<file path="src/rtl/axi_lite_pkg.sv">
// Shared AXI4-Lite definitions: response codes, write/read FSM state encodings
// and the byte-strobe merge helper used by the register file.
package axi_lite_pkg;

  localparam logic [1:0] RESP_OKAY   = 2'b00;
  localparam logic [1:0] RESP_SLVERR = 2'b10;

  typedef enum logic [0:0] {
    WR_IDLE = 1'b0,
    WR_RESP = 1'b1
  } wr_state_e;

  typedef enum logic [0:0] {
    RD_IDLE = 1'b0,
    RD_DATA = 1'b1
  } rd_state_e;

  function automatic logic [31:0] apply_strobe(input logic [31:0] old_word,
                                               input logic [31:0] new_word,
                                               input logic [3:0]  strb);
    logic [31:0] res;
    res = old_word;
    for (int i = 0; i < 4; i++) begin
      if (strb[i]) begin
        res[8*i +: 8] = new_word[8*i +: 8];
      end else begin
        res[8*i +: 8] = old_word[8*i +: 8];
      end
    end
    return res;
  endfunction

endpackage

</file>
<file path="src/rtl/axi_lite_regfile_if.sv">
// AXI4-Lite bus bundle between the upstream master (m1) and the register file.
interface axi_lite_regfile_if #(
  parameter int ADDR_WIDTH = 8,
  parameter int DATA_WIDTH = 32
) ();
  logic [ADDR_WIDTH-1:0]   awaddr;
  logic                    awvalid;
  logic                    awready;
  logic [DATA_WIDTH-1:0]   wdata;
  logic [DATA_WIDTH/8-1:0] wstrb;
  logic                    wvalid;
  logic                    wready;
  logic [1:0]              bresp;
  logic                    bvalid;
  logic                    bready;
  logic [ADDR_WIDTH-1:0]   araddr;
  logic                    arvalid;
  logic                    arready;
  logic [DATA_WIDTH-1:0]   rdata;
  logic [1:0]              rresp;
  logic                    rvalid;
  logic                    rready;

  modport master (
    output awaddr, awvalid, wdata, wstrb, wvalid, bready, araddr, arvalid, rready,
    input  awready, wready, bresp, bvalid, arready, rdata, rresp, rvalid
  );

  modport slave (
    input  awaddr, awvalid, wdata, wstrb, wvalid, bready, araddr, arvalid, rready,
    output awready, wready, bresp, bvalid, arready, rdata, rresp, rvalid
  );
endinterface

</file>
<file path="src/rtl/axi_lite_regfile.sv">
// AXI4-Lite slave register bank with independent write/read FSMs.
// Define REGFILE_ID_REG_EN to make reg 0 a read-only ID register returning ID_VALUE.
module axi_lite_regfile
  import axi_lite_pkg::*;
#(
  parameter int          DATA_WIDTH = 32,
  parameter int          ADDR_WIDTH = 8,
  parameter int          NUM_REGS   = 8,
  parameter logic [31:0] ID_VALUE   = 32'hA0D1_0001
) (
  input  logic                     s_axi_aclk,
  input  logic                     s_axi_areset,
  axi_lite_regfile_if.slave        s_axi,
  output logic [NUM_REGS*32-1:0]   q_regs
);

  localparam int IW = ADDR_WIDTH - 2;
  localparam int RW = (NUM_REGS > 1) ? $clog2(NUM_REGS) : 1;
  localparam int SW = DATA_WIDTH / 8;
`ifdef REGFILE_ID_REG_EN
  localparam bit ID_EN = 1'b1;
`else
  localparam bit ID_EN = 1'b0;
`endif

  logic [DATA_WIDTH-1:0] regs_r [NUM_REGS];

  wr_state_e             wr_state_r, wr_state_nxt_s;
  logic                  awready_r, awready_nxt_s, wready_r, wready_nxt_s;
  logic                  bvalid_r, bvalid_nxt_s, aw_done_r, aw_done_nxt_s, w_done_r, w_done_nxt_s;
  logic [1:0]            bresp_r, bresp_nxt_s;
  logic [IW-1:0]         aw_idx_r, aw_idx_nxt_s, wr_idx_s;
  logic [DATA_WIDTH-1:0] wdata_r, wdata_nxt_s, wr_data_s;
  logic [SW-1:0]         wstrb_r, wstrb_nxt_s, wr_strb_s;
  logic                  aw_hs_s, w_hs_s, wr_ok_s, wr_commit_s, wr_en_s;
  logic [NUM_REGS-1:0]   wr_sel_s;

  rd_state_e             rd_state_r, rd_state_nxt_s;
  logic                  arready_r, arready_nxt_s, rvalid_r, rvalid_nxt_s, ar_hs_s, rd_ok_s;
  logic [1:0]            rresp_r, rresp_nxt_s;
  logic [DATA_WIDTH-1:0] rdata_r, rdata_nxt_s, rd_word_s;
  logic [IW-1:0]         rd_idx_s;

  // A beat arriving this cycle takes precedence over the latched copy.
  assign aw_hs_s   = s_axi.awvalid & awready_r;
  assign w_hs_s    = s_axi.wvalid & wready_r;
  assign wr_idx_s  = aw_hs_s ? s_axi.awaddr[ADDR_WIDTH-1:2] : aw_idx_r;
  assign wr_data_s = w_hs_s ? s_axi.wdata : wdata_r;
  assign wr_strb_s = w_hs_s ? s_axi.wstrb : wstrb_r;
  assign wr_ok_s   = (wr_idx_s < IW'(NUM_REGS)) && !(ID_EN && (wr_idx_s == {IW{1'b0}}));
  assign wr_en_s   = wr_commit_s & wr_ok_s;

  // Write FSM next-state and next-output logic.
  always_comb begin
    wr_state_nxt_s = wr_state_r;
    awready_nxt_s  = awready_r;
    wready_nxt_s   = wready_r;
    bvalid_nxt_s   = bvalid_r;
    bresp_nxt_s    = bresp_r;
    aw_done_nxt_s  = aw_done_r;
    w_done_nxt_s   = w_done_r;
    aw_idx_nxt_s   = aw_idx_r;
    wdata_nxt_s    = wdata_r;
    wstrb_nxt_s    = wstrb_r;
    wr_commit_s    = 1'b0;
    case (wr_state_r)
      WR_IDLE: begin
        if ((aw_hs_s || aw_done_r) && (w_hs_s || w_done_r)) begin
          wr_commit_s    = 1'b1;
          awready_nxt_s  = 1'b0;
          wready_nxt_s   = 1'b0;
          bvalid_nxt_s   = 1'b1;
          bresp_nxt_s    = wr_ok_s ? RESP_OKAY : RESP_SLVERR;
          aw_done_nxt_s  = 1'b0;
          w_done_nxt_s   = 1'b0;
          wr_state_nxt_s = WR_RESP;
        end else begin
          aw_done_nxt_s = aw_done_r | aw_hs_s;
          awready_nxt_s = awready_r & ~aw_hs_s;
          aw_idx_nxt_s  = wr_idx_s;
          w_done_nxt_s  = w_done_r | w_hs_s;
          wready_nxt_s  = wready_r & ~w_hs_s;
          wdata_nxt_s   = wr_data_s;
          wstrb_nxt_s   = wr_strb_s;
        end
      end
      WR_RESP: begin
        if (s_axi.bready) begin
          bvalid_nxt_s   = 1'b0;
          awready_nxt_s  = 1'b1;
          wready_nxt_s   = 1'b1;
          wr_state_nxt_s = WR_IDLE;
        end else begin
          bvalid_nxt_s   = 1'b1;
        end
      end
      default: begin
        bvalid_nxt_s   = 1'b0;
        awready_nxt_s  = 1'b1;
        wready_nxt_s   = 1'b1;
        aw_done_nxt_s  = 1'b0;
        w_done_nxt_s   = 1'b0;
        wr_state_nxt_s = WR_IDLE;
      end
    endcase
  end

  // One-hot register select for the committing write.
  always_comb begin
    wr_sel_s = {NUM_REGS{1'b0}};
    for (int k = 0; k < NUM_REGS; k++) begin
      wr_sel_s[k] = wr_en_s && (wr_idx_s[RW-1:0] == RW'(k));
    end
  end

  // Read data is sampled from the current array, so a same-cycle write is not yet visible.
  assign ar_hs_s  = s_axi.arvalid & arready_r;
  assign rd_idx_s = s_axi.araddr[ADDR_WIDTH-1:2];
  assign rd_ok_s  = rd_idx_s < IW'(NUM_REGS);

  // Read FSM next-state and next-output logic.
  always_comb begin
    rd_state_nxt_s = rd_state_r;
    arready_nxt_s  = arready_r;
    rvalid_nxt_s   = rvalid_r;
    rresp_nxt_s    = rresp_r;
    rdata_nxt_s    = rdata_r;
    if (!rd_ok_s) begin
      rd_word_s = {DATA_WIDTH{1'b0}};
    end else if (ID_EN && (rd_idx_s == {IW{1'b0}})) begin
      rd_word_s = ID_VALUE;
    end else begin
      rd_word_s = regs_r[rd_idx_s[RW-1:0]];
    end
    case (rd_state_r)
      RD_IDLE: begin
        if (ar_hs_s) begin
          rdata_nxt_s    = rd_word_s;
          rresp_nxt_s    = rd_ok_s ? RESP_OKAY : RESP_SLVERR;
          rvalid_nxt_s   = 1'b1;
          arready_nxt_s  = 1'b0;
          rd_state_nxt_s = RD_DATA;
        end else begin
          rvalid_nxt_s   = 1'b0;
        end
      end
      RD_DATA: begin
        if (s_axi.rready) begin
          rvalid_nxt_s   = 1'b0;
          arready_nxt_s  = 1'b1;
          rd_state_nxt_s = RD_IDLE;
        end else begin
          rvalid_nxt_s   = 1'b1;
        end
      end
      default: begin
        rvalid_nxt_s   = 1'b0;
        arready_nxt_s  = 1'b1;
        rd_state_nxt_s = RD_IDLE;
      end
    endcase
  end

  // State and output registers for both FSMs plus the register array.
  always_ff @(posedge s_axi_aclk) begin
    if (s_axi_areset) begin
      wr_state_r <= WR_IDLE;
      awready_r  <= 1'b1;
      wready_r   <= 1'b1;
      bvalid_r   <= 1'b0;
      bresp_r    <= RESP_OKAY;
      aw_done_r  <= 1'b0;
      w_done_r   <= 1'b0;
      aw_idx_r   <= {IW{1'b0}};
      wdata_r    <= {DATA_WIDTH{1'b0}};
      wstrb_r    <= {SW{1'b0}};
      rd_state_r <= RD_IDLE;
      arready_r  <= 1'b1;
      rvalid_r   <= 1'b0;
      rresp_r    <= RESP_OKAY;
      rdata_r    <= {DATA_WIDTH{1'b0}};
      for (int k = 0; k < NUM_REGS; k++) begin
        regs_r[k] <= {DATA_WIDTH{1'b0}};
      end
    end else begin
      wr_state_r <= wr_state_nxt_s;
      awready_r  <= awready_nxt_s;
      wready_r   <= wready_nxt_s;
      bvalid_r   <= bvalid_nxt_s;
      bresp_r    <= bresp_nxt_s;
      aw_done_r  <= aw_done_nxt_s;
      w_done_r   <= w_done_nxt_s;
      aw_idx_r   <= aw_idx_nxt_s;
      wdata_r    <= wdata_nxt_s;
      wstrb_r    <= wstrb_nxt_s;
      rd_state_r <= rd_state_nxt_s;
      arready_r  <= arready_nxt_s;
      rvalid_r   <= rvalid_nxt_s;
      rresp_r    <= rresp_nxt_s;
      rdata_r    <= rdata_nxt_s;
      for (int k = 0; k < NUM_REGS; k++) begin
        if (wr_sel_s[k]) begin
          regs_r[k] <= apply_strobe(regs_r[k], wr_data_s, wr_strb_s);
        end
      end
    end
  end

  assign s_axi.awready = awready_r;
  assign s_axi.wready  = wready_r;
  assign s_axi.bvalid  = bvalid_r;
  assign s_axi.bresp   = bresp_r;
  assign s_axi.arready = arready_r;
  assign s_axi.rvalid  = rvalid_r;
  assign s_axi.rresp   = rresp_r;
  assign s_axi.rdata   = rdata_r;

  for (genvar k = 0; k < NUM_REGS; k++) begin : g_q
    assign q_regs[32*k +: 32] = (ID_EN && (k == 0)) ? ID_VALUE : regs_r[k];
  end

endmodule

</file>
<file path="src/flat_wrapper.sv">
// flat-port wrapper written by rule: the top's interface ports become plain ports
module axi_lite_regfile_flat import axi_lite_pkg::*;
#(
  parameter int          DATA_WIDTH = 32,
  parameter int          ADDR_WIDTH = 8,
  parameter int          NUM_REGS   = 8,
  parameter logic [31:0] ID_VALUE   = 32'hA0D1_0001
)
  (s_axi_aclk, s_axi_areset, q_regs, s_axi_awaddr, s_axi_awvalid, s_axi_wdata, s_axi_wstrb, s_axi_wvalid, s_axi_bready, s_axi_araddr, s_axi_arvalid, s_axi_rready, s_axi_awready, s_axi_wready, s_axi_bresp, s_axi_bvalid, s_axi_arready, s_axi_rdata, s_axi_rresp, s_axi_rvalid);
  axi_lite_regfile_if #(.ADDR_WIDTH(ADDR_WIDTH), .DATA_WIDTH(DATA_WIDTH)) s_axi_i ();
  input  logic s_axi_aclk;
  input  logic s_axi_areset;
  output logic [NUM_REGS*32-1:0] q_regs;
  input wire logic [$bits(s_axi_i.awaddr)-1:0] s_axi_awaddr;
  input wire logic [$bits(s_axi_i.awvalid)-1:0] s_axi_awvalid;
  input wire logic [$bits(s_axi_i.wdata)-1:0] s_axi_wdata;
  input wire logic [$bits(s_axi_i.wstrb)-1:0] s_axi_wstrb;
  input wire logic [$bits(s_axi_i.wvalid)-1:0] s_axi_wvalid;
  input wire logic [$bits(s_axi_i.bready)-1:0] s_axi_bready;
  input wire logic [$bits(s_axi_i.araddr)-1:0] s_axi_araddr;
  input wire logic [$bits(s_axi_i.arvalid)-1:0] s_axi_arvalid;
  input wire logic [$bits(s_axi_i.rready)-1:0] s_axi_rready;
  output wire logic [$bits(s_axi_i.awready)-1:0] s_axi_awready;
  output wire logic [$bits(s_axi_i.wready)-1:0] s_axi_wready;
  output wire logic [$bits(s_axi_i.bresp)-1:0] s_axi_bresp;
  output wire logic [$bits(s_axi_i.bvalid)-1:0] s_axi_bvalid;
  output wire logic [$bits(s_axi_i.arready)-1:0] s_axi_arready;
  output wire logic [$bits(s_axi_i.rdata)-1:0] s_axi_rdata;
  output wire logic [$bits(s_axi_i.rresp)-1:0] s_axi_rresp;
  output wire logic [$bits(s_axi_i.rvalid)-1:0] s_axi_rvalid;
  assign s_axi_i.awaddr = s_axi_awaddr;
  assign s_axi_i.awvalid = s_axi_awvalid;
  assign s_axi_i.wdata = s_axi_wdata;
  assign s_axi_i.wstrb = s_axi_wstrb;
  assign s_axi_i.wvalid = s_axi_wvalid;
  assign s_axi_i.bready = s_axi_bready;
  assign s_axi_i.araddr = s_axi_araddr;
  assign s_axi_i.arvalid = s_axi_arvalid;
  assign s_axi_i.rready = s_axi_rready;
  assign s_axi_awready = s_axi_i.awready;
  assign s_axi_wready = s_axi_i.wready;
  assign s_axi_bresp = s_axi_i.bresp;
  assign s_axi_bvalid = s_axi_i.bvalid;
  assign s_axi_arready = s_axi_i.arready;
  assign s_axi_rdata = s_axi_i.rdata;
  assign s_axi_rresp = s_axi_i.rresp;
  assign s_axi_rvalid = s_axi_i.rvalid;
  axi_lite_regfile #(.DATA_WIDTH(DATA_WIDTH), .ADDR_WIDTH(ADDR_WIDTH), .NUM_REGS(NUM_REGS), .ID_VALUE(ID_VALUE)) u_core (.s_axi_aclk(s_axi_aclk), .s_axi_areset(s_axi_areset), .s_axi(s_axi_i), .q_regs(q_regs));
endmodule
</file>
<file path="config.mk">
export PLATFORM = sky130hd
export DESIGN_NAME = axi_lite_regfile_flat
export DESIGN_NICKNAME = d
export VERILOG_FILES = /design/src/rtl/axi_lite_pkg.sv /design/src/rtl/axi_lite_regfile_if.sv /design/src/rtl/axi_lite_regfile.sv /design/src/flat_wrapper.sv
export SDC_FILE = /design/constraint.sdc
export NUM_CORES = 1
export LEC_CHECK = 0
export BUFFER_PORTS_ARGS = -buffer_cell sky130_fd_sc_hd__buf_2
export CELL_PAD_IN_SITES_DETAIL_PLACEMENT = 1
export CELL_PAD_IN_SITES_GLOBAL_PLACEMENT = 2
export CORE_ASPECT_RATIO = 1.25
export CORE_UTILIZATION = 38
export CTS_CLUSTER_SIZE = 28
export DETAILED_ROUTE_END_ITERATION = 8
export HOLD_SLACK_MARGIN = 0.08
export PLACE_DENSITY_LB_ADDON = 0.1
export SKIP_LAST_GASP = 1
export SLEW_MARGIN = 20
export SYNTH_ARGS = -nofsm -noshare
export SYNTH_HDL_FRONTEND = slang
export SYNTH_SLANG_ARGS = --single-unit
</file>
<file path="constraint.sdc">
create_clock -name s_axi_aclk -period 4.2 [get_ports s_axi_aclk]
set_input_delay 0.63 -clock s_axi_aclk [delete_from_list [all_inputs] [get_ports s_axi_aclk]]
set_output_delay 0.63 -clock s_axi_aclk [all_outputs]
set_load 0.01 [all_outputs]
</file>
**Word-level counts from Yosys, hierarchy flattened**

Memories as Yosys holds them, arrays and structs flattened.
Index checks and enable logic that the tools add are counted.

- Reduce and logical (&&, ||, !) cells: 16
- Bitwise gates (word level): 21
- Multiplexer cells: 155
- Equal/unequal tests: 11
- Order comparisons: 2

Operators by type and width:

| kind | number |
|---|---|
| 2-to-1 mux 8 bit | 96 |
| 2-to-1 mux 32 bit | 10 |
| 2-to-1 mux 1 bit | 39 |
| == test 3 bit (second input constant) | 4 |
| less-than comparator 6 x 4 -> 1 bit (second input constant) | 2 |
| one-hot mux 1 bit (2 select lines) | 6 |
| OR 1 bit | 10 |
| logical AND 1 bit | 9 |
| AND reduction 2 bit | 4 |
| bitwise AND 1 bit | 6 |
| == test 3 x 2 -> 1 bit (second input constant) | 2 |
| 2-to-1 mux 6 bit | 1 |
| NOT 1 bit | 5 |
| 2-to-1 mux 2 bit | 2 |
| 2-to-1 mux 4 bit | 1 |
| inequality test 2 x 1 -> 1 bit (second input constant) | 2 |
| inequality test 2 bit (second input constant) | 2 |
| == test 3 x 1 -> 1 bit (second input constant) | 1 |
| zero test 3 bit | 1 |
| logical OR 1 bit | 2 |

- Memories kept: 1
- Bits of input ports: 59
- Memory bits (writable): 256
- Logic and storage cells: 220
- Output and inout bits: 297
- Flip-flop bits (word level): 86

Memory list:

| name | depth | width | rd ports | clocked after memory_dff | wr ports | line | text |
|---|---|---|---|---|---|---|---|
| u_core.regs_r | 8 | 32 | 9 | 0 | 8 | axi_lite_regfile.sv:26 | `logic [DATA_WIDTH-1:0] regs_r [NUM_REGS];` |

**Depth between registers and ports, before layout**

Gate-level depths: netlist of the first run.

- Word-level depth: 11
- Gate-level depth with buffers: 7
- Depth with buffers taken out: 4

**Worst setup path after synthesis of the first run**

No wires, ideal clock.

- Path kind: input port to flip-flop
- Start point: input port s_axi_awvalid
- End point: memory u_core.regs_r[6][0], enable pin
- Library setup time: 0.331 ns
- Stages on the path: 4
- Data required time: 3.869 ns
- Setup slack: 2.025 ns
- Path buffers: 0
- Arrival time: 1.845 ns
- Cells stage by stage: a211oi_1 nor2_1 a2111oi_4 a31o_1

RTL lines:

| what | line | text |
|---|---|---|
| start, declared | flat_wrapper.sv:15 | `input wire logic [$bits(s_axi_i.awvalid)-1:0] s_axi_awvalid;` |
| end, declared | axi_lite_regfile.sv:26 |  |

==> metrics, run 1 <==
Met1 Wirelength=20.5 mm; number of gates resized after CTS=0; dominant synthesized flop cell=edfxtp_1; H-tree Lvls=2; Cell Count, Final, Fillers Out=1954; Post-Synthesis Cells=~1100; Netlist cell types=50; Slew headroom=30.8%; Worst Path Required=between 4000 and 5000 ps; Filler Cells Inserted=about 4000; crit end category=register; dpl cells=1887; commonest non-fill, non-tap cell in the layout=buf_2; largest net degree at the start of global routing=99; core area=0.0374 sq mm; Sw Pwr=2.22 mW; vias in the first global route=10998; Area contributors post-synth=edfxtp_1 53%, dfxtp_1 12%, nor2_1 7.1%, mux2i_1 7.1%, mux4_2 5.1%; CTS tree=done; leakage power=7.42 nW; Worst-path clk slew=60 ps; total power=8.38 mW; Peak VDD IR=roughly 0.33 mV; Fin. Hold Viols=0; FP Rows=79; Synth Register Bits=340; Max Freq=332 MHz; pins over their slew limit=0; root buffer cell=clkbuf_16; met2 WL post-DR=around 27 mm; Worst EP arrival=approximately 3200 ps; Initial Util=38.6%; Int Power=slightly above 6 mW; worst setup path class=reg2reg; Cell Pwr Density=roughly 470 mW/mm^2; commonest non-fill, non-tap cells in the layout=347 x buf_2, 274 x nor2_1, 256 x edfxtp_1; global placer's final weighted congestion=between 0.7 and 0.8; largest area contributor in the netlist=edfxtp_1; hold buffer count at cts=0; clk buf depth=3; die area=0.0388 sq mm; GR Util All Layers=a little over a quarter; first-pass GRT wire length=72.6 mm; total CTS buffers=37; I/O pin total=356; Die Ht=220 um; initial antenna violation count=7; clk sinks=340; total number of vias=10833; Largest stage delay, worst path=760 ps; WL final=51.1 mm; Post-synth EDFFs=256; DRT iter0 DRCs=between 700 and 800; Port Buffers=~350; sw frac=26.5%; DR vias/cell=5.54; status=finished, final reports clean; number of iterations in the first detailed-routing pass=5; Die Width=176 um; Clk pwr share=38.4%; skew final=~8.7 ps; setup ws final=1190 ps; Setup Fix Bufs, Post-CTS=0; share of cells above drive strength 1=33.1%; Final Critical Period=3010 ps; hold_ws=341 ps; Worst Setup Start Kind=register; Flop pwr share=47.8%; post-detail-place hpwl=33.9 mm; register area share after synthesis=64.9%; Logic pwr share=between 10% and 20%; Met3 Wirelength=3.04 mm; top sig layer=met5; max_cap viols=0; DR DRC count=0; Detail Route Antenna Nets=0; Critical Path Fanout Max=17; Nets=1499; Synth top area share=53.3%; Overflow after GRT=0; Area growth syn-to-layout=23.7%; Hold Crit Class=in2reg; setup tns final=0 ps; fin crit share=71.8%; Clock Latency Late Sink=about 530 ps; worst-path cell chain=a21oi_1, or3_1, nor3_1, a21o_1; dpl ws=1040 ps; Synth Cell Area=0.0144 sq mm; kind of cell adding the most delay to the critical path=simple AND/OR/NAND/NOR gates; Avg Cell Area, Syn=around 13 sq um; Buf/Inv on CP=0; Synth async-reset ratio=0%; YS warnings=0; RSZ-0062 raised after global routing=false; slowest CP cell=nor3_1; final number of setup-violating endpoints=0; Tightest Pin Transition=1040 ps; DR WL/cell=between 20 and 30 um
[power by group through the flow]
| stage | Clock [mW] | Sequential [mW] | Combinational, mW |
|---|---|---|---|
| 2_1_floorplan | 0 | 4.09 | 0.641 |
| 5_1_grt | 3.40 | 4.03 | 1.25 |
| 3_3_place_gp | 0 | 4.07 | 1.14 |
| 3_5_place_dp | 0 | 4.08 | 1.16 |
| 6_report | 3.22 | 4.01 | 1.16 |
| 4_1_cts | 3.27 | 4.01 | 1.17 |
[cell families (layout without fill, tap and decap cells)]
logic type	after synthesis	in the layout	share of synthesized area (%)
other	1	4	0.0260
AOI/OAI and AO/OA	194	194	9.77
buffers and inverters	86	441	2.63
and+or+nand+nor	352	352	10.3
muxes	137	137	12.4
DFF	340	340	64.9
[cells in the mapped netlist, types with 2 or more instances]
master / count
nor2_1: 274
edfxtp_1: 256
mux2i_1: 102
dfxtp_1: 84
clkbuf_1: 43
a211oi_1: 37
a21oi_1: 37
nand2_1: 34
buf_2: 33
mux4_2: 33
a22oi_1: 32
o211ai_1: 31
a21o_1: 18
a31o_2: 15
and3_1: 6
and2_1: 5
nand3b_1: 5
a211o_1: 4
buf_4: 4
nand4_1: 4
nor3_1: 4
nor3_2: 4
o21ai_0: 4
a31oi_1: 3
buf_1: 3
inv_1: 3
nand4b_1: 3
mux2_2: 2
nand2b_1: 2
nand3_1: 2
nor2b_1: 2
o22ai_1: 2
o31ai_2: 2
[sequential cells by signal (all words and copies together) (netlist names), 4 cells and up]
signal              flops
u_core.wstrb_r          4
u_core.wdata_r         32
u_core.s_axi.rdata     32
u_core.regs_r         256
u_core.aw_idx_r         6
[metal layers]
metal	track usage, %	vias to the layer above
li1	-	4792
met1	32.4	5537
met2	46.4	405
met3	4.07	89
met4	7.07	10
met5	0	-
[cell type report]
| class | instances | area (sq um) | area share (%) |
|---|---|---|---|
| antenna | 2 | 5.00 | 0.0280 |
| clock buffer | 53 | 1020 | 5.69 |
| clock inverter | 12 | 154 | 0.862 |
| inverter | 3 | 11.3 | 0.0631 |
| multi-input combinational | 685 | 4710 | 26.4 |
| sequential | 340 | 9370 | 52.5 |
| tap | 486 | 608 | 3.41 |
| timing repair buffer | 373 | 1990 | 11.1 |
[metrics by stage]
stage | util [%] | area (sq um)
2_1_floorplan | - | 14400
3_5_place_dp | 44.7 | 16700
4_1_cts | 47.8 | 17900
3_3_place_gp | 44.7 | 16700
5_1_grt | 47.8 | 17900
6_report | 47.8 | 17900
[worst paths after layout]
path | startpoint | to | slack [ps] | cells past startpoint
setup reg to reg | u_core.s_axi.awready$_SDFFE_PP1P_ | u_core.regs_r[2][20]$_SDFFCE_PN0P_ | 1190 | 4
hold / removal | s_axi_bready | u_core.wr_state_r$_SDFF_PP0_ | 340 | 2
hold reg to reg | u_core.s_axi.rdata[7]$_SDFFE_PP0P_ | u_core.s_axi.rdata[7]$_SDFFE_PP0P_ | 450 | 2
setup / recovery | u_core.s_axi.awready$_SDFFE_PP1P_ | u_core.regs_r[2][20]$_SDFFCE_PN0P_ | 1190 | 4
No activity file was read; power rests on OpenSTA's default activity.
==> inputs of run 2 (changes only) <==
CORE_UTILIZATION = 35   (was 38)
clock period = 2.89 ns   (was 4.2 ns; I/O delays follow)
==> run 2 against run 1 <==
Effect of this change:
- clock skew increased by 6.4 ps
- setup slack got worse by 1000 ps
- clock power increased by 46%
- critical path depth unchanged
- sequential power increased by 45%
- worst hold slack got worse by 190 ps
- register-to-register slack got worse by 1000 ps
- global-route usage decreased by 1.5 points
- utilization decreased by 2.8 points
- non-clock buffer count increased by 30
- sequential cell count unchanged
- wire length increased by 0.95%
- highest routed layer unchanged
==> metrics, run 2 (synthesis gave the netlist of run 1 again) <==
Initial Util=35.7% (-2.9 points); Tightest Pin Transition=876 ps (-162 ps); pins over their slew limit=0 (unchanged); Area growth syn-to-layout=26.2%; Reg with most FFs=u_core.regs_r; total power=12.3 mW (+46%); post-detail-place hpwl=34.8 mm (+2.8%); core area=0.0404 sq mm (+8.2%); Peak VDD IR=0.517 mV (+56%); Cell Pwr Density=675 mW/mm^2 (+44%); initial antenna violation count=2 (-5); GR Util All Layers=24.5% (-1.5 points); vias in the first global route=11063 (+0.59%); CP startpoint=u_core.s_axi.awready$_SDFFE_PP1P_; Critical Path End=u_core.regs_r[5][11]$_SDFFCE_PN0P_; Reg2Reg Launch Point=u_core.s_axi.awready$_SDFFE_PP1P_; hold buffer count at cts=0 (unchanged); max FFs per register=256 (unchanged); Detail Route Antenna Nets=0 (unchanged); commonest non-fill, non-tap cells in the layout=347 x buf_2, 274 x nor2_1, 256 x edfxtp_1; Die Width=184 um (+4.1%); largest net degree at the start of global routing=73 (-26%); Worst Setup Start Kind=register; R2R Setup Slk=150 ps (-1030 ps); slowest CP cell=dfxtp_1; crit end category=register; RSZ-0062 raised after global routing=false; FP Rows=82 (+3.8%); Max Freq=365 MHz (+10%); max_cap viols=0 (unchanged); total CTS buffers=38 (+2.7%); Critical R2R Capture=u_core.regs_r[5][11]$_SDFFCE_PN0P_; Die Ht=229 um (+4.2%); DR vias/cell=5.28 (-4.7%); Fin. Hold Viols=0 (unchanged); global placer's final weighted congestion=0.780 (+1.2%); WL final=51.6 mm (+0.95%); skew final=15.1 ps (+6.43 ps); fin crit share=94.8% (+23 points); Port Buffers=349 (unchanged); Largest stage delay, worst path=670 ps (-90 ps); Slew headroom=39.9% (+9.1 points); first-pass GRT wire length=74.3 mm (+2.3%); number of gates resized after CTS=0 (unchanged); Hold Crit Class=in2reg; leakage power=7.59 nW (+2.4%); clk buf depth=3 (unchanged); DR DRC count=0 (unchanged); Worst Path Required=3080 ps (-1280 ps); DRT iter0 DRCs=660 (-14%); share of cells above drive strength 1=34.7% (+1.6 points); Layout Utilization=45.0% (-2.8 points); Worst EP arrival=2930 ps (-240 ps); DR WL/cell=25.2 um (-3.7%); H-tree Lvls=2 (unchanged); Worst-path clk slew=60 ps (about the same); final number of setup-violating endpoints=0 (unchanged); I/O pin total=356 (unchanged); Critical Path Fanout Max=17 (unchanged); Final Critical Period=2740 ps (-275 ps); number of iterations in the first detailed-routing pass=5 (unchanged); Nets=1530 (+2.1%); status=finished, final reports clean; setup tns final=0 ps (unchanged); Clock Latency Late Sink=530 ps (about the same); total number of vias=10820 (-0.12%); CTS tree=done; Overflow after GRT=0 (unchanged); Setup Fix Bufs, Post-CTS=0 (unchanged); die area=0.0421 sq mm (+8.5%); worst setup path class=reg2reg; commonest non-fill, non-tap cell in the layout=buf_2; root buffer cell=clkbuf_16; worst-path cell chain=a21oi_1, or3_1, nor3_2, a31o_2; clk sinks=340 (unchanged); R2R depth=4 (unchanged)
## run 2: worst min path at each step
| stage | start | to | slack (ps) | cells past startpoint |
|---|---|---|---|---|
| floorplan | u_core.wstrb_r[0]$_SDFFE_PP0P_ | u_core.wstrb_r[0]$_SDFFE_PP0P_ | 450 | 2 |
| finish | s_axi_bready | u_core.wr_state_r$_SDFF_PP0_ | 150 | 2 |
| CTS | s_axi_bready | u_core.wr_state_r$_SDFF_PP0_ | 130 | 2 |
| detailed placement | u_core.s_axi.rdata[27]$_SDFFE_PP0P_ | u_core.s_axi.rdata[27]$_SDFFE_PP0P_ | 440 | 2 |
| global route | s_axi_bready | u_core.wr_state_r$_SDFF_PP0_ | 150 | 2 |
| global placement | u_core.s_axi.rdata[27]$_SDFFE_PP0P_ | u_core.s_axi.rdata[27]$_SDFFE_PP0P_ | 440 | 2 |
## run 2: final cells by class
type	instances	area (sq um)
Timing Repair Buffer	403	2210
Clock buffer	59	1160
Clock inverter	11	51.3
Inverter	3	11.3
Sequential cell	340	9370
Tap cell	546	683
Antenna cell	1	2.50
Multi-Input combinational cell	685	4710
Fill cell	4392	22200
## run 2: per-stage QoR
stage / setup WS, ps / cells / hold slack (ps) / area [sq um]
finish: 151 / 2048 / 153 / 18200
floorplan: 911 / 1111 / 454 / 14400
detailed placement: 199 / 1977 / 442 / 17000
CTS: 184 / 2047 / 133 / 18200
global route: 32.1 / 2048 / 146 / 18200
global placement: 253 / 1977 / 438 / 17000
## run 2: where the power goes
group | switching [mW] | internal, mW | leakage, nW
registers | 0.223 | 5.60 | 3.33
logic | 1.15 | 0.615 | 3.67
clock network | 1.92 | 2.77 | 0.598
## run 2: worst max-delay path, delay by kind of cell (launching register included)
family	cells	cell delay (ps)
AO/OA/AOI/OAI	2	680
flip-flops	1	670
AND/OR/NAND/NOR	2	1040
## run 2: routing by layer
layer	global-route usage (%)	up-vias	routed length, um
met5	0	-	10
met4	7.01	2	1180
met3	3.55	59	2770
met2	42.6	375	26100
met1	31.4	5530	21500
li1	-	4854	-
==> inputs of run 3 (changes only) <==
==> constraint.sdc (replaced) <==
create_clock -name s_axi_aclk -period 2.89 [get_ports s_axi_aclk]
set_input_delay 0.1445 -clock s_axi_aclk [delete_from_list [all_inputs] [get_ports s_axi_aclk]]
set_output_delay 0.1445 -clock s_axi_aclk [all_outputs]
set_load 0.01 [all_outputs]
==> run 3 against run 2 <==
Effect of this change:
- non-clock buffer count grew 6
- die area unchanged
- critical path depth did not move
- register-to-register slack improved by 60 ps
- clock power up 2%
- sequential cell count unchanged
- total power is 0.53% higher
- critical path type unchanged
- cell count increased by 0.20%
- combinational power about the same
- sequential power hardly changed
- setup slack improved by 61 ps
- sequential share of layout area down 0.18 points
==> metrics, run 3 (synthesis gave the netlist of run 1 again) <==
status=finished, final reports clean; share of cells above drive strength 1=34.0% (-0.76 points); Area growth syn-to-layout=26.6%; Cell Count, Final, Fillers Out=2052 (+0.20%); Hold Crit Class=in2reg; commonest non-fill, non-tap cell in the layout=buf_2; FF+latch area=0.00937 sq mm (unchanged); total power=12.3 mW (+0.53%); crit end category=register; DRT iter0 DRCs=609 (-7.7%); fin crit share=92.7% (-2.1 points); number of gates resized after CTS=0 (unchanged); Peak VDD IR=0.372 mV (-28%); Filler Cells Inserted=4342 (-1.1%); I/O pin total=356 (unchanged); Worst Path Required=3100 ps (+20 ps); vias in the first global route=10813 (-2.3%); worst setup path class=reg2reg; Critical Path Fanout Max=17 (unchanged); H-tree Lvls=2 (unchanged); max FFs per register=256 (unchanged); Initial Util=35.7% (unchanged); die area=0.0421 sq mm (unchanged); Cell Pwr Density=676 mW/mm^2 (+0.18%); FP Rows=82 (unchanged); total CTS buffers=37 (-2.6%); Die Ht=229 um (unchanged); Nets=1535 (+0.33%); Max Freq=373 MHz (+2.3%); max_cap viols=0 (unchanged); Multi-input gate area=0.00471 sq mm (unchanged); dpl ws=259 ps (+60.5 ps); Slew headroom=42.9% (+3.0 points); root buffer cell=clkbuf_16; dpl cells=1967 (-0.51%); skew final=13.2 ps (-1.89 ps); GR Util All Layers=24.2% (-0.24 points); setup ws final=211 ps (+60.7 ps); Setup Fix Bufs, Post-CTS=0 (unchanged); hold buffer count at cts=16 (+16); global placer's final weighted congestion=0.798 (+2.3%); Detail Route Antenna Nets=0 (unchanged); Worst EP arrival=2890 ps (-40 ps); Port Buffers=349 (unchanged); RSZ-0062 raised after global routing=false; Tightest Pin Transition=832 ps (-44.2 ps); cell depth of the worst hold path=4 (+2); post-detail-place hpwl=35.1 mm (+0.79%); final number of setup-violating endpoints=0 (unchanged); leakage power=7.60 nW (about the same); clk sinks=340 (unchanged); DR DRC count=0 (unchanged); hold_ws=111 ps (-41.9 ps); core area=0.0404 sq mm (unchanged); WL final=51.4 mm (-0.45%); DR vias/cell=5.21 (-1.3%); R2R depth=4 (unchanged); Fin. Hold Viols=0 (unchanged); largest net degree at the start of global routing=52 (-29%); setup tns final=0 ps (unchanged); commonest non-fill, non-tap cells in the layout=347 x buf_2, 274 x nor2_1, 256 x edfxtp_1; initial antenna violation count=1 (-1); total number of vias=10699 (-1.1%); CTS tree=done; DR WL/cell=25.0 um (-0.65%); pins over their slew limit=0 (unchanged); Clock Latency Late Sink=540 ps (about the same); Worst-path clk slew=60 ps (about the same); Final Critical Period=2680 ps (-60.7 ps); clk buf depth=3 (unchanged); number of iterations in the first detailed-routing pass=5 (unchanged); first-pass GRT wire length=73.2 mm (-1.5%); Reg with most FFs=u_core.regs_r; Overflow after GRT=0 (unchanged); Worst Setup Start Kind=register; Die Width=184 um (unchanged)
-- run 3: layout make-up --
type / count / share of cell area [%]
flip-flops and latches: 340 / 51.3
multi-input cells: 685 / 25.8
repair buffers: 409 / 12.5
clock buffers: 51 / 5.59
well taps: 546 / 3.74
clock inverters: 17 / 1.01
inverters: 3 / 0.0616
diodes: 1 / 0.0137
-- run 3: path summary, 6_finish.rpt --
check,from,to,slack [ps]
setup / recovery,u_core.s_axi.awready$_SDFFE_PP1P_,u_core.regs_r[5][14]$_SDFFCE_PN0P_,210
hold / removal,s_axi_wdata[5],u_core.regs_r[5][5]$_SDFFCE_PN0P_,110
setup reg to reg,u_core.s_axi.awready$_SDFFE_PP1P_,u_core.regs_r[5][14]$_SDFFCE_PN0P_,210
hold reg to reg,u_core.s_axi.rdata[11]$_SDFFE_PP0P_,u_core.s_axi.rdata[11]$_SDFFE_PP0P_,450
-- run 3: stage by stage --
stage	instance area (sq um)	utilization, %
4_1_cts	18300	45.2
2_1_floorplan	14400	-
6_report	18300	45.2
3_3_place_gp	16900	41.8
3_5_place_dp	16900	41.8
5_1_grt	18300	45.2
-- run 3: per-layer routing --
metal | global-route usage (%) | part of all wire [%] | vias up
met5 | 0 | 0 | -
met4 | 8.15 | 3.0 | 0
met3 | 3.45 | 4.5 | 77
met2 | 41.4 | 50 | 335
met1 | 31.3 | 42 | 5419
li1 | - | - | 4868
-- run 3: worst max-delay path, stage by stage, from the launching register on --
cell	delay, ps
dfxtp_1	650
a21oi_1	200
or3_1	400
nor3_2	650
a31o_2	450
-- run 3: where the power goes --
part / total (mW) / internal, mW / switching (mW)
registers: 5.83 / 5.60 / 0.229
clock network: 4.78 / 2.77 / 2.00
logic: 1.74 / 0.605 / 1.14
total: 12.3 / 8.98 / 3.37
